===== src/rtl/mskpresent_round_ctrl_if.sv =====
// rtl/mskpresent_round_ctrl_if.sv - job and randomness handshakes of the masked PRESENT-80 round controller
interface mskpresent_round_ctrl_if;
  logic in_valid;
  logic in_ready;
  logic out_valid;
  logic out_ready;
  logic rnd_valid;
  logic rnd_ready;

  // Wrapper side: offers jobs, consumes results, supplies randomness
  modport master (
    output in_valid,
    output out_ready,
    output rnd_valid,
    input  in_ready,
    input  out_valid,
    input  rnd_ready
  );

  // Controller side
  modport slave (
    input  in_valid,
    input  out_ready,
    input  rnd_valid,
    output in_ready,
    output out_valid,
    output rnd_ready
  );
endinterface


===== src/rtl/mskpresent_round_ctrl.sv =====
// rtl/mskpresent_round_ctrl.sv - round sequencer for the masked PRESENT-80 core (optional MSKPRESENT_CTRL_RND_STALL_EN)
module mskpresent_round_ctrl #(
  parameter int NROUNDS  = 31,
  parameter int SBOX_LAT = 2
) (
  input  logic                   clk,
  input  logic                   rst,
  mskpresent_round_ctrl_if.slave hs,
  output logic                   state_en_o,
  output logic                   state_load_o,
  output logic                   key_en_o,
  output logic                   key_load_o,
  output logic                   sbox_en_o,
  output logic [4:0]             round_cnt_o,
  output logic                   busy_o
);

  typedef enum logic [1:0] {
    IDLE = 2'd0,
    SBOX = 2'd1,
    UPD  = 2'd2,
    DONE = 2'd3
  } state_e;

  localparam logic [3:0] LAT_LAST = 4'(SBOX_LAT - 1);
  localparam logic [4:0] RND_LAST = 5'(NROUNDS);

  state_e     state_q;
  logic [3:0] lat_cnt_q;
  logic [4:0] round_cnt_q;
  logic       out_valid_q;
  logic       busy_q;

  logic       load;
  logic       sbox_go;

  // The load cycle is the handshake cycle itself so the datapath captures
  // the plaintext/key shares while the producer still presents them.
  assign load = (state_q == IDLE) && hs.in_valid;

`ifdef MSKPRESENT_CTRL_RND_STALL_EN
  // Without fresh randomness the gadget pipeline must not advance
  assign sbox_go = (state_q == SBOX) && hs.rnd_valid;
`else
  // PRNG is assumed always valid; rnd_valid is not looked at
  assign sbox_go = (state_q == SBOX);
`endif

  // Round FSM with registered round counter, latency counter and status flags
  always_ff @(posedge clk or posedge rst) begin
    if (rst) begin
      state_q     <= IDLE;
      lat_cnt_q   <= 4'd0;
      round_cnt_q <= 5'd0;
      out_valid_q <= 1'b0;
      busy_q      <= 1'b0;
    end else begin
      case (state_q)
        IDLE: begin
          if (hs.in_valid) begin
            state_q     <= SBOX;
            round_cnt_q <= 5'd1;
            lat_cnt_q   <= 4'd0;
            busy_q      <= 1'b1;
          end
        end
        SBOX: begin
          if (sbox_go) begin
            if (lat_cnt_q == LAT_LAST) begin
              lat_cnt_q <= 4'd0;
              state_q   <= UPD;
            end else begin
              lat_cnt_q <= lat_cnt_q + 4'd1;
            end
          end
        end
        UPD: begin
          lat_cnt_q <= 4'd0;
          if (round_cnt_q == RND_LAST) begin
            state_q     <= DONE;
            busy_q      <= 1'b0;
            out_valid_q <= 1'b1;
          end else begin
            round_cnt_q <= round_cnt_q + 5'd1;
            state_q     <= SBOX;
          end
        end
        DONE: begin
          if (hs.out_ready) begin
            state_q     <= IDLE;
            out_valid_q <= 1'b0;
          end
        end
        default: begin
          state_q     <= IDLE;
          out_valid_q <= 1'b0;
          busy_q      <= 1'b0;
        end
      endcase
    end
  end

  // Register enables fire only in the load cycle and in UPD
  assign state_en_o   = load || (state_q == UPD);
  assign key_en_o     = load || (state_q == UPD);
  assign state_load_o = load;
  assign key_load_o   = load;
  assign sbox_en_o    = sbox_go;
  assign round_cnt_o  = round_cnt_q;
  assign busy_o       = busy_q;

  assign hs.in_ready  = (state_q == IDLE);
  assign hs.out_valid = out_valid_q;
  assign hs.rnd_ready = sbox_go;

endmodule


===== src/flat_wrapper.sv =====
// flat-port wrapper written by rule: the top's interface ports become plain ports
module mskpresent_round_ctrl_flat 
#(
  parameter int NROUNDS  = 31,
  parameter int SBOX_LAT = 2
)
  (clk, rst, state_en_o, state_load_o, key_en_o, key_load_o, sbox_en_o, round_cnt_o, busy_o, hs_in_valid, hs_out_ready, hs_rnd_valid, hs_in_ready, hs_out_valid, hs_rnd_ready);
  mskpresent_round_ctrl_if hs_i ();
  input  logic clk;
  input  logic rst;
  output logic state_en_o;
  output logic state_load_o;
  output logic key_en_o;
  output logic key_load_o;
  output logic sbox_en_o;
  output logic [4:0] round_cnt_o;
  output logic busy_o;
  input wire logic [$bits(hs_i.in_valid)-1:0] hs_in_valid;
  input wire logic [$bits(hs_i.out_ready)-1:0] hs_out_ready;
  input wire logic [$bits(hs_i.rnd_valid)-1:0] hs_rnd_valid;
  output wire logic [$bits(hs_i.in_ready)-1:0] hs_in_ready;
  output wire logic [$bits(hs_i.out_valid)-1:0] hs_out_valid;
  output wire logic [$bits(hs_i.rnd_ready)-1:0] hs_rnd_ready;
  assign hs_i.in_valid = hs_in_valid;
  assign hs_i.out_ready = hs_out_ready;
  assign hs_i.rnd_valid = hs_rnd_valid;
  assign hs_in_ready = hs_i.in_ready;
  assign hs_out_valid = hs_i.out_valid;
  assign hs_rnd_ready = hs_i.rnd_ready;
  mskpresent_round_ctrl #(.NROUNDS(NROUNDS), .SBOX_LAT(SBOX_LAT)) u_core (.clk(clk), .rst(rst), .hs(hs_i), .state_en_o(state_en_o), .state_load_o(state_load_o), .key_en_o(key_en_o), .key_load_o(key_load_o), .sbox_en_o(sbox_en_o), .round_cnt_o(round_cnt_o), .busy_o(busy_o));
endmodule

===== config.mk =====
export PLATFORM = sky130hd
export DESIGN_NAME = mskpresent_round_ctrl_flat
export DESIGN_NICKNAME = d
export VERILOG_FILES = /design/src/rtl/mskpresent_round_ctrl_if.sv /design/src/rtl/mskpresent_round_ctrl.sv /design/src/flat_wrapper.sv
export SDC_FILE = /design/constraint.sdc
export NUM_CORES = 1
export LEC_CHECK = 0
export CORE_MARGIN = 3
export CORE_UTILIZATION = 25
export DETAILED_ROUTE_END_ITERATION = 12
export HOLD_SLACK_MARGIN = 0.03
export PLACE_DENSITY = 0.46
export SETUP_SLACK_MARGIN = 0.02
export SYNTH_ARGS = -nofsm -noshare
export SYNTH_HDL_FRONTEND = slang
export SYNTH_SLANG_ARGS = --single-unit

===== constraint.sdc =====
create_clock -name clk -period 2.15 [get_ports clk]
set_input_delay 0.43 -clock clk [delete_from_list [all_inputs] [get_ports clk]]
set_output_delay 0.43 -clock clk [all_outputs]
set_load 0.03 [all_outputs]

==> flow_summary.yaml <==
clock_network:
  cts_root_buf: "clkbuf_4"
  ctsHtreeMaxLevel: 1
  cts-hold-fix-buffers: 0
  post_cts_buffers: 0
  cts_buffer_depth: 2
  cts_tree: "yes"
  clock-sinks: 13
  cts_resized: 2
  clk_latency_ns: 0.28
  cts_buffers: 3
  clk_pin_slew_ns: 0.09
placement:
  place_congestion: 0.7181
  hpwl_mm: 1.262
  postPlaceCellArea_um2: 950.9
  port_buffers: 17
timing:
  fmax_mhz: 492.8
  worst-slew-pin-transition_ns: 0.5614
  tns_ns: 0
  final_max_slew_viol_count: 0
  fin_crit_ns: 2.029
  timing.slew.headroom_pct: 62.53
  rsz0062_at_grt: "false"
  timing.final.crit_share_pct: 94.39
  fin_worst_skew_ns: 0.004420
  finalHoldViolations: 0
  timing.hold.ws_ns: 0.4879
  setup_viol: 0
pwr:
  irDropWorstVdd_v: 0.0007091
  leakagePower_nw: 0.4518
  power_mw: 1.474
  power.density_nw_per_um2: 1513
critical_path:
  slowest_stage: "clkdlybuf4s50_1"
  cpPeakStageDelay_ns: 0.69
  crit_path_end_kind: "primary output"
  worstPathMaxFanout: 9
  worstSetupStartpointType: "flop"
  critPathRequiredTime_ns: 1.72
  crit_chain: "nor2_1 -> clkdlybuf4s50_1"
  arrival_ns: 1.60
  path_class: "reg2out"
grt:
  antenna_found_initial: 0
  grtUsageMet2_pct: 14.96
  grt_overflow: 0
  grt_max_degree: 14
  grtUsageMet1_pct: 15.08
  grt_pass1_vias: 628
  grt_pass1_wl_mm: 2.849
  grt_util_met3_pct: 2.766
  grt_usage_pct: 10.59
  top_usage_layer: "met1"
route:
  wl_mm: 1.689
  wl_per_cell_um: 12.99
  ant_nets: 0
  drc: 0
  vias_per_cell: 4.923
  vias: 640
  dr.pass1.iters: 4
  dr.first_iter.drc_count: 23
floorplan:
  dieWidth_um: 60.85
  die_area_um2: 3702
  io_pins: 19
  core-area_um2: 2805
  die_h_um: 60.85
  fp-row-count: 19
  initial_core_util_pct: 26.81
logic_synthesis:
  syn_area_um2: 752.0
  synthMuxAreaShare_pct: 2.829
  synthAdderAreaFrac_pct: 8.319
  yosysWarnings: 0
  synth_xor_area_share_pct: 0
  synth_top_family_by_area: "compound AO/OA/AOI/OAI gates"
  synth_nets: 89
  ys_seq_elements: 13
  synth_cell_types: 29
  netlist_instances: 79
  ys_seq_area_share_pct: 43.26
  syn_avg_cell_area_um2: 9.519
  synth-simple-area-share_pct: 14.64
  synth_compound_area_share_pct: 22.46
layout:
  antenna_cells: 0
  final_area_um2: 974.7
  area_growth_pct: 29.62
  num-fill-cells: 308
  nNetsFinal: 110
  finish.utilization_pct: 34.75
  drive_gt1_share_pct: 16.16
job:
  maxCapViolCount: 0
outcome:
  status: "finished clean"
hold_path:
  hp-class: "in2async"
flip-flops by register name, indices dropped and copies added, names as in the netlist:
name,cells
u_core.round_cnt_o,5
u_core.state_q,2
u_core.lat_cnt_q,4
u_core.busy_o,1
u_core.hs.out_valid,1
worst max-delay path, delay by kind of cell, from the launching register on:
kind,cells,cell delay (ns)
buffers and inverters,1,0.69
flip-flops,1,0.48
AND/OR/NAND/NOR,1,0.16
stage by stage:
stage               worst slack, ns  std cells
global placement             0.2488        126
CTS                         0.08125        130
global route                0.02371        130
floorplan                   0.09633         79
finish                       0.1206        130
detailed placement           0.2304        126
cell type report:
class,instances,area [um2],area share (%)
clock buffer,4,26.28,2.696
multi-input combinational,53,362.8,37.23
tap,31,38.79,3.979
sequential,13,325.3,33.38
inverter,7,26.28,2.696
timing repair buffer,22,195.2,20.03
layer usage:
layer	up-vias	wire (um)
li1	321	-
met1	297	859
met2	20	708
met3	2	105
met4	0	16
met5	-	0
cell families (layout without fill, tap and decap cells):
group / Yosys count / in the layout
buf+inv: 13 / 33
simple gates: 21 / 21
mux: 2 / 2
compound gates: 25 / 25
fa+ha+maj: 5 / 5
flops: 13 / 13
path summary, 6_finish.rpt:
check	depth (start not counted)	startpoint	end	slack, ns
max	2	u_core.state_q[0]	hs_in_ready	0.12
min	2	rst	u_core.round_cnt_o[0]	0.49
max reg2reg	6	u_core.round_cnt_o[1]	u_core.round_cnt_o[3]	0.22
min reg2reg	2	u_core.hs.out_valid	u_core.hs.out_valid	0.53
max in group asynchronous	2	rst	u_core.round_cnt_o[2]	1.29
min in group clk	2	u_core.hs.out_valid	u_core.hs.out_valid	0.53
report_power, final:
group          internal, mW  switching (mW)
sequential            0.329          0.0976
combinational         0.380           0.507
clock                0.0720          0.0883
total                 0.781           0.693
synthesized netlist by cell type, drive strengths merged:
| cell | n | area (um2) |
|---|---|---|
| nand2 | 7 | 26.28 |
| mux2 | 1 | 11.26 |
| o22ai | 2 | 12.51 |
| a22o | 5 | 45.04 |
| buf | 6 | 37.53 |
| o21bai | 1 | 11.26 |
| o31a | 1 | 8.760 |
| o211ai | 2 | 15.01 |
| nor3 | 1 | 5.000 |
| nand2b | 2 | 12.51 |
| nand3 | 3 | 15.01 |
| and3 | 1 | 6.260 |
| nand4b | 1 | 8.760 |
| o21ai | 6 | 30.02 |
| mux2i | 1 | 10.01 |
| a2bb2oi | 1 | 8.760 |
| dfrtp | 13 | 325.3 |
| a21oi | 6 | 30.03 |
| ha | 5 | 62.56 |
| or3b | 1 | 8.760 |
| and2 | 1 | 6.260 |
| a21o | 1 | 7.510 |
| nor2 | 3 | 11.26 |
| inv | 7 | 26.27 |
| or4b | 1 | 10.01 |
placed cells by master (no fill, tap or decap):
cell type / count
a21o_1: 1
a21oi_1: 6
a22o_1: 4
a22o_2: 1
a2bb2oi_1: 1
and2_1: 1
and3_1: 1
buf_4: 9
clkbuf_1: 1
clkbuf_4: 3
clkdlybuf4s50_1: 11
dfrtp_1: 13
dlygate4sd2_1: 2
ha_1: 5
inv_1: 6
inv_2: 1
mux2_2: 1
mux2i_1: 1
nand2_1: 7
nand2b_1: 2
nand3_1: 3
nand4b_1: 1
nor2_1: 3
nor3_1: 1
o211ai_1: 2
o21ai_0: 5
o21ai_1: 1
o21bai_2: 1
o22ai_1: 2
o31a_1: 1
or3b_1: 1
or4b_1: 1
Note: power is estimated with default switching activity, not from simulation.
